### src/rtl/fifo_axis_source_pkg.sv
// Shared defaults, types and helpers for the FIFO-to-AXI-Stream drain stage.
// Producer, FIFO and drain stage take their default data and counter widths from here.
package fifo_axis_source_pkg;

    localparam int AXIS_DWIDTH  = 32;
    localparam int AXIS_PKT_LEN = 8;
    localparam int AXIS_CNT_W   = 16;
    localparam int OBUF_DEPTH   = 3;

    typedef logic [1:0] obuf_ptr_t;
    typedef logic [1:0] obuf_cnt_t;

    // Beat counter needs at least one bit so PKT_LEN=1 still yields a legal vector.
    function automatic int beat_cnt_width(input int pkt_len);
        return (pkt_len > 1) ? $clog2(pkt_len) : 1;
    endfunction

    function automatic obuf_ptr_t obuf_ptr_next(input obuf_ptr_t ptr);
        return (ptr == obuf_ptr_t'(OBUF_DEPTH - 1)) ? '0 : ptr + obuf_ptr_t'(1);
    endfunction

endpackage

### src/rtl/axis_obuf3.sv
// Three-entry circular output buffer; the head entry is read straight from storage
// registers so the stream data never sees logic after the flops beyond the head mux.
module axis_obuf3
    import fifo_axis_source_pkg::*;
#(
    parameter int DWIDTH = AXIS_DWIDTH
) (
    input  logic              clk,
    input  logic              rst_n,
    input  logic              wr,
    input  logic [DWIDTH-1:0] wr_data,
    input  logic              rd,
    output obuf_cnt_t         count,
    output logic [DWIDTH-1:0] head_data
);

    logic [DWIDTH-1:0] mem [OBUF_DEPTH];
    obuf_ptr_t         wr_ptr;
    obuf_ptr_t         rd_ptr;

    // Simultaneous write and read advance both pointers and leave the count alone.
    always_ff @(posedge clk or negedge rst_n) begin
        if (!rst_n) begin
            for (int i = 0; i < OBUF_DEPTH; i++) begin
                mem[i] <= '0;
            end
            wr_ptr <= '0;
            rd_ptr <= '0;
            count  <= '0;
        end else begin
            if (wr) begin
                mem[wr_ptr] <= wr_data;
                wr_ptr      <= obuf_ptr_next(wr_ptr);
            end
            if (rd) begin
                rd_ptr <= obuf_ptr_next(rd_ptr);
            end
            if (wr && !rd) begin
                count <= count + obuf_cnt_t'(1);
            end else if (rd && !wr) begin
                count <= count - obuf_cnt_t'(1);
            end
        end
    end

    assign head_data = mem[rd_ptr];

endmodule

### src/rtl/fifo_axis_source.sv
// Drains the stream FIFO into an AXI-Stream master with PKT_LEN-beat packet framing,
// hiding the FIFO read latency behind a three-entry output buffer.
module fifo_axis_source
    import fifo_axis_source_pkg::*;
#(
    parameter int DWIDTH  = AXIS_DWIDTH,
    parameter int PKT_LEN = AXIS_PKT_LEN,
    parameter int CNT_W   = AXIS_CNT_W
) (
    input  logic              clk,
    input  logic              rst_n,
    input  logic              fifo_empty,
    output logic              fifo_rd_en,
    input  logic [DWIDTH-1:0] fifo_dout,
    output logic              m_tvalid,
    input  logic              m_tready,
    output logic [DWIDTH-1:0] m_tdata,
    output logic              m_tlast,
    output logic [CNT_W-1:0]  pkt_count
);

    localparam int            BW        = beat_cnt_width(PKT_LEN);
    localparam logic [BW-1:0] LAST_BEAT = BW'(PKT_LEN - 1);

    logic          pending;
    obuf_cnt_t     count;
    logic [2:0]    committed;
    logic          xfer;
    logic [BW-1:0] beat_cnt;

    // Buffered plus in-flight words must stay within the three slots, so a pop is only
    // issued when its word is guaranteed a home; rst_n keeps the FIFO untouched in reset.
    assign committed  = {1'b0, count} + {2'b00, pending};
    assign fifo_rd_en = rst_n && !fifo_empty && (committed < 3'd3);

    assign m_tvalid = (count != '0);
    assign m_tlast  = m_tvalid && (beat_cnt == LAST_BEAT);
    assign xfer     = m_tvalid && m_tready;

    axis_obuf3 #(
        .DWIDTH(DWIDTH)
    ) u_obuf (
        .clk      (clk),
        .rst_n    (rst_n),
        .wr       (pending),
        .wr_data  (fifo_dout),
        .rd       (xfer),
        .count    (count),
        .head_data(m_tdata)
    );

    always_ff @(posedge clk or negedge rst_n) begin
        if (!rst_n) begin
            pending <= 1'b0;
        end else begin
            pending <= fifo_rd_en;
        end
    end

    always_ff @(posedge clk or negedge rst_n) begin
        if (!rst_n) begin
            beat_cnt  <= '0;
            pkt_count <= '0;
        end else if (xfer) begin
            if (beat_cnt == LAST_BEAT) begin
                beat_cnt  <= '0;
                pkt_count <= pkt_count + CNT_W'(1);
            end else begin
                beat_cnt <= beat_cnt + BW'(1);
            end
        end
    end

endmodule

### config.mk
export PLATFORM = sky130hd
export DESIGN_NAME = fifo_axis_source
export DESIGN_NICKNAME = d
export VERILOG_FILES = /design/src/rtl/fifo_axis_source_pkg.sv /design/src/rtl/axis_obuf3.sv /design/src/rtl/fifo_axis_source.sv
export SDC_FILE = /design/constraint.sdc
export NUM_CORES = 1
export LEC_CHECK = 0
export CORE_MARGIN = 2
export CORE_UTILIZATION = 58
export DETAILED_ROUTE_END_ITERATION = 12
export GPL_TIMING_DRIVEN = 0
export PLACE_DENSITY_LB_ADDON = 0.05
export SLEW_MARGIN = 20
export SYNTH_ARGS = -nofsm -noshare
export SYNTH_HDL_FRONTEND = slang
export SYNTH_HIERARCHICAL = 1
export SYNTH_SLANG_ARGS = --single-unit
### constraint.sdc
create_clock -name clk -period 3.7 [get_ports clk]
set_clock_uncertainty 0.05 [all_clocks]
set_input_delay 0.555 -clock clk [delete_from_list [all_inputs] [get_ports clk]]
set_output_delay 0.555 -clock clk [all_outputs]
set_load 0.02 [all_outputs]
==> out/results.tsv, run 1 <==
metric	value	unit
outcome	completed	
Synth Register Bits	122	
Placed Area	6600	µm²
worst slack, placed	0.764	ns
FMAX	290	MHz
pin count of the biggest net entering global routing	84	
Crit path arrival time	2.84	ns
critical path startpoint category	flop	
Placer Congestion	0.729	
CTS root buf	clkbuf_8	
CTS tree	done	
num ports	87	
post-synthesis sequential area ratio	0.550	
via count	3618	
slew margin rel.	0.627	
Synth top cells by count	dfrtp_1 (122), mux2_2 (69), nand2_1 (43)	
vias in the first global route	3815	
DRT iter0 DRCs	169	
Netlist Area Pre-Place	5550	µm²
register cell area after layout	3050	µm²
Critical Path Max Stage Delay	0.64	ns
Port Buf Inserts	86	
Setup WS post-layout	0.251	ns
initial antenna violation count	0	
hpwl dp	7680	µm
Final Util	0.782	
P&R area growth vs syn	30.7	%
Via density	5.44	
Post-CTS Setup Inserts	0	
worst-path maximum fanout	10	
DR pass1 iterations	4	
Global Route Usage Sum	0.248	
Tightest Pin Transition	0.545	ns
die area	10400	µm²
max-cap viol count	0	
Tmin final	3.45	ns
first-pass GRT wire length	19400	µm
period utilization	0.932	
fraction of layout cells with a size suffix above 1	0.293	
drt total wl	11900	µm
Reg clk slew, reported paths	0.06	ns
Peak VDD IR	0.000504	V
die outline width	102	µm
# DRC	0	
unrepaired setup endpoints after global routing	false	
Max Slew Vio Count	0	
initial core utilization	0.598	
number of clock sinks seen by CTS	122	
dominant synthesized flop cell	dfrtp_1	
power per cell area	944	nW/µm²
Syn Inst Count	416	
cell mode on critical path	clkbuf_1	
area leader, netlist	dfrtp_1	
latest clock arrival within the worst-skew pair	0.51	ns
layout filler cell count	588	
Min-Delay Path Class	flop to flop	
top cells by area, synth	dfrtp_1 (55%), mux2_2 (14%), mux2_4 (8.1%)	
worst path required time	3.09	ns
Final nets	565	
Setup TNS	0	ns
core area	9280	µm²
CP Capture Type	output pin	
Final Setup Violations	0	
Synth Warn #	6	
footprint of the multi-input gates	2360	µm²
cts bufs inserted	17	
Yosys cell types	34	
Ant. Diodes	0	
die height	102	µm
floorplan row count	35	
DR WL/cell	17.9	µm
LEAKAGE	3.27	nW
Finished Cell Area	7260	µm²
htree depth	4	
top cell type's share of synthesized area	0.550	
grt total ovfl	0	
average size of a mapped cell	13.3	µm²
crit path max-delay cell type	clkdlybuf4s50_1	
CP Cell Sequence	buf_2 > nor2b_1 > clkbuf_1 > clkbuf_1 > nand2_1 > o21ai_0 > clkdlybuf4s50_1	
Max clock buf depth	2	
Mapped Nets	458	
ys async rst share	1.00	
EDFF count, synth	0	
most frequent cell after synthesis	dfrtp_1	
Crit Path Category	flop to output pin	
Final Hold Fails	0	
Detail Route Antenna Nets	0	
registers in the layout, indices dropped and copies added, names as in the netlist:
signal / cells
u_obuf/rd_ptr: 2
beat_cnt: 3
pkt_count: 16
u_obuf/count: 2
u_obuf/mem: 96
pending: 1
u_obuf/wr_ptr: 2
worst max-delay path: cells and delay by family (launching register included):
| kind | cells | cell delay (ns) |
|---|---|---|
| buf+inv | 4 | 1.61 |
| flops | 1 | 0.36 |
| simple gates | 2 | 0.26 |
| compound gates | 1 | 0.11 |
where the power goes:
group | internal (W) | total, W | switching [W]
logic | 0.00147 | 0.00276 | 0.00129
clock network | 0.00123 | 0.00179 | 0.000555
registers | 0.00194 | 0.00231 | 0.000370
cell families after synthesis:
logic type / synth area share
simple gates: 0.0670
fa+ha+maj: 0.0135
compound gates: 0.0374
mux: 0.279
xor+xnor: 0.0284
buf+inv: 0.0248
flops: 0.550
routing by layer:
| metal | vias up | wire (µm) | GRT usage |
|---|---|---|---|
| li1 | 1680 | - | - |
| met2 | 82 | 6000 | 0.424 |
| met1 | 1850 | 5290 | 0.317 |
| met5 | - | 0 | 0 |
| met3 | 6 | 507 | 0.0684 |
| met4 | 0 | 78 | 0.0615 |
timing repair:
item	CTS	global route
hold buffers	1	0
hold endpoints to repair	39	0
endpoints found under the setup margin	0	2
resized for setup	0	2
layout make-up:
type,count,area share
Clock inverter,7,0.0221
Inverter,6,0.00310
Clock buffer,25,0.0667
Buffer,21,0.0160
Tap cell,129,0.0222
Timing Repair Buffer,88,0.124
Sequential cell,122,0.421
Multi-Input combinational cell,267,0.325
worst paths after layout:
check                                 startpoint        endpoint  slack (ns)  cells after the start
worst max-delay path            u_obuf/rd_ptr[1]     m_tdata[13]        0.25                      7
max in group asynchronous                  rst_n  u_obuf/mem[29]        2.39                      3
worst min register to register     pkt_count[15]   pkt_count[15]        0.41                      1
worst max register to register           pending  u_obuf/mem[84]        1.81                      4
worst min-delay path               pkt_count[15]   pkt_count[15]        0.41                      1
min in group asynchronous                  rst_n   pkt_count[13]        0.48                      2
cell usage in the layout, fill, tap and decap left out, types with 10 or more instances in the layout:
cell and count:
buf_2 11, clkbuf_1 10, clkbuf_16 16, clkdlybuf4s50_1 85
dfrtp_1 122, mux2_2 69, mux2_4 30, mux2i_1 32
nand2_1 43, o21ai_0 29, xor2_1 11
stage by stage:
stage / total power [W] / std cells / hold WS (ns)
after global routing: 0.00722 / 665 / 0.449
after global placement: 0.00494 / 631 / 0.405
final: 0.00685 / 665 / 0.414
after detailed placement: 0.00505 / 632 / 0.412
after floorplan: 0.00399 / 416 / 0.209
after CTS: 0.00691 / 665 / 0.419
Power figures use the tool's default switching activity.
==> run 2: changes to the inputs <==
--- a/config.mk
+++ b/config.mk
@@ -9,7 +9,7 @@
 export CORE_UTILIZATION = 58
 export DETAILED_ROUTE_END_ITERATION = 12
 export GPL_TIMING_DRIVEN = 0
-export PLACE_DENSITY_LB_ADDON = 0.05
+export PLACE_DENSITY = 0.83
 export SLEW_MARGIN = 20
 export SYNTH_ARGS = -nofsm -noshare
 export SYNTH_HDL_FRONTEND = slang
==> run 2 against run 1 <==
Routed wire length rose by 2.7%. Clock-buffer cell count fell by 7. Worst hold slack improved by 0.00087 ns. Via count rose by 2.2%. Critical path type unchanged.
==> out/results.tsv, run 2 (synthesis results as in run 1) <==
metric	value	unit	change
outcome	completed		
FMAX	288	MHz	-0.50%
critical path startpoint category	flop		
share of power burned in registers	0.337		about the same
Max clock buf depth	2		unchanged
Min-Delay Path Class	flop to flop		
buffer and inverter count on the worst path	4		unchanged
Crit Path Category	flop to output pin		
hold_ws	0.415	ns	+0.000873 ns
fraction of layout cells with a size suffix above 1	0.299		+0.00560
Largest delay share family, worst path	buffers and inverters		
via count	3699		+2.2%
Final nets	565		unchanged
Reg clk slew, reported paths	0.06	ns	about the same
clock power share	0.259		-0.002
CTS root buf	clkbuf_8		
hpwl dp	7780	µm	+1.4%
most common cell after layout, fill and taps aside	dfrtp_1		
CTS tree	done		
htree depth	4		unchanged
DR WL/cell	18.4	µm	+2.7%
Critical Path Max Stage Delay	0.66	ns	+0.02 ns
initial antenna violation count	0		unchanged
pin count of the biggest net entering global routing	84		unchanged
Setup WS post-layout	0.234	ns	-0.0175 ns
number of clock sinks seen by CTS	122		unchanged
slew margin rel.	0.594		-0.0326
Final Util	0.782		about the same
Via density	5.56		+2.2%
Final Setup Violations	0		unchanged
DR pass1 iterations	4		unchanged
crit path max-delay cell type	clkdlybuf4s50_1		
Ant. Diodes	0		unchanged
most frequent cells in the layout	dfrtp_1 (122), clkdlybuf4s50_1 (85), mux2_2 (69), nand2_1 (43), mux2i_1 (32)		
cell mode on critical path	clkbuf_1		
core area	9280	µm²	unchanged
Post-CTS Resized	0		unchanged
unrepaired setup endpoints after global routing	false		
vias in the first global route	3904		+2.3%
LEAKAGE	3.24	nW	-0.74%
Placer Congestion	0.786		+7.8%
die area	10400	µm²	unchanged
die height	102	µm	unchanged
worst path required time	3.09	ns	about the same
initial core utilization	0.598		unchanged
drt total wl	12200	µm	+2.7%
period utilization	0.937		+0.00473
latest clock arrival within the worst-skew pair	0.52	ns	about the same
CP Capture Type	output pin		
CP Cell Sequence	buf_2 > nor2b_1 > clkbuf_1 > clkbuf_1 > nand2_1 > o21ai_0 > clkdlybuf4s50_1		
sw power	0.00228	W	+3.2%
biggest regs	u_obuf/mem x96, pkt_count x16, beat_cnt x3		
grt total ovfl	0		unchanged
internal power	0.00458	W	-1.2%
Comb pwr share	0.403		about the same
max-cap viol count	0		unchanged
worst slack, placed	0.863	ns	+0.0997 ns
final cell count without fillers	665		unchanged
Final Hold Fails	0		unchanged
num ports	87		unchanged
Port Buf Inserts	86		unchanged
Peak VDD IR	0.000723	V	+43%
# DRC	0		unchanged
max reg flops	96		unchanged
Tightest Pin Transition	0.608	ns	+0.0629 ns
Post-CTS Setup Inserts	0		unchanged
Top reg by flops	u_obuf/mem		
Detail Route Antenna Nets	0		unchanged
P&R area growth vs syn	30.8	%	about the same
die outline width	102	µm	unchanged
Tmin final	3.47	ns	+0.0175 ns
Total Power	0.00687	W	+0.23%
DRT iter0 DRCs	137		-19%
first-pass GRT wire length	19300	µm	-0.11%
Global Route Usage Sum	0.250		+0.00184
power per cell area	946	nW/µm²	+0.18%
worst-path maximum fanout	10		unchanged
dpl cells	632		unchanged
switching share of power	0.333		+0.00943
Crit path arrival time	2.86	ns	+0.02 ns
layout filler cell count	590		+0.34%
Max Slew Vio Count	0		unchanged
floorplan row count	35		unchanged
cts bufs inserted	17		unchanged
-- run 2: layout make-up --
type	instances	area, µm²	share of cell area
Tap cell	129	161	0.0222
Clock inverter	14	221	0.0305
Clock buffer	18	428	0.0589
Timing Repair Buffer	88	900	0.124
Multi-Input combinational cell	267	2360	0.325
Inverter	6	22.5	0.00310
Buffer	21	115	0.0159
Sequential cell	122	3050	0.420
-- run 2: stage by stage --
stage,area (µm²),TNS [ns]
5_1_grt,7260,0
4_1_cts,7260,0
2_1_floorplan,5550,0
3_5_place_dp,6600,0
6_report,7260,0
3_3_place_gp,6570,-318.81
-- run 2: final timing paths --
| path | from | endpoint | slack, ns | cells past startpoint |
|---|---|---|---|---|
| min | pkt_count[15] | pkt_count[15] | 0.41 | 1 |
| max | u_obuf/rd_ptr[1] | m_tdata[18] | 0.23 | 7 |
| max reg2reg | beat_cnt[0] | pkt_count[15] | 1.81 | 6 |
| min in group asynchronous | rst_n | pkt_count[12] | 0.46 | 2 |
| max in group asynchronous | rst_n | u_obuf/mem[77] | 2.41 | 3 |
| min reg2reg | pkt_count[15] | pkt_count[15] | 0.41 | 1 |
-- run 2: per-layer routing --
layer  share of wire  track usage
met1            0.44        0.327
met2            0.51        0.411
met3           0.043       0.0588
met4           0.014       0.0903
met5               0            0
-- run 2: power by group through the flow --
stage / clock [W] / sequential, W / combinational [W]
after global routing: 0.00187 / 0.00238 / 0.00297
after global placement: 0 / 0.00226 / 0.00268
after CTS: 0.00180 / 0.00231 / 0.00279
after floorplan: 0 / 0.00221 / 0.00178
final: 0.00178 / 0.00232 / 0.00277
after detailed placement: 0 / 0.00230 / 0.00275
-- run 2: timing repair --
action                                 CTS  global route
hold buffers                             1             0
endpoints found under the hold margin   39             0
setup endpoints to repair                0             0
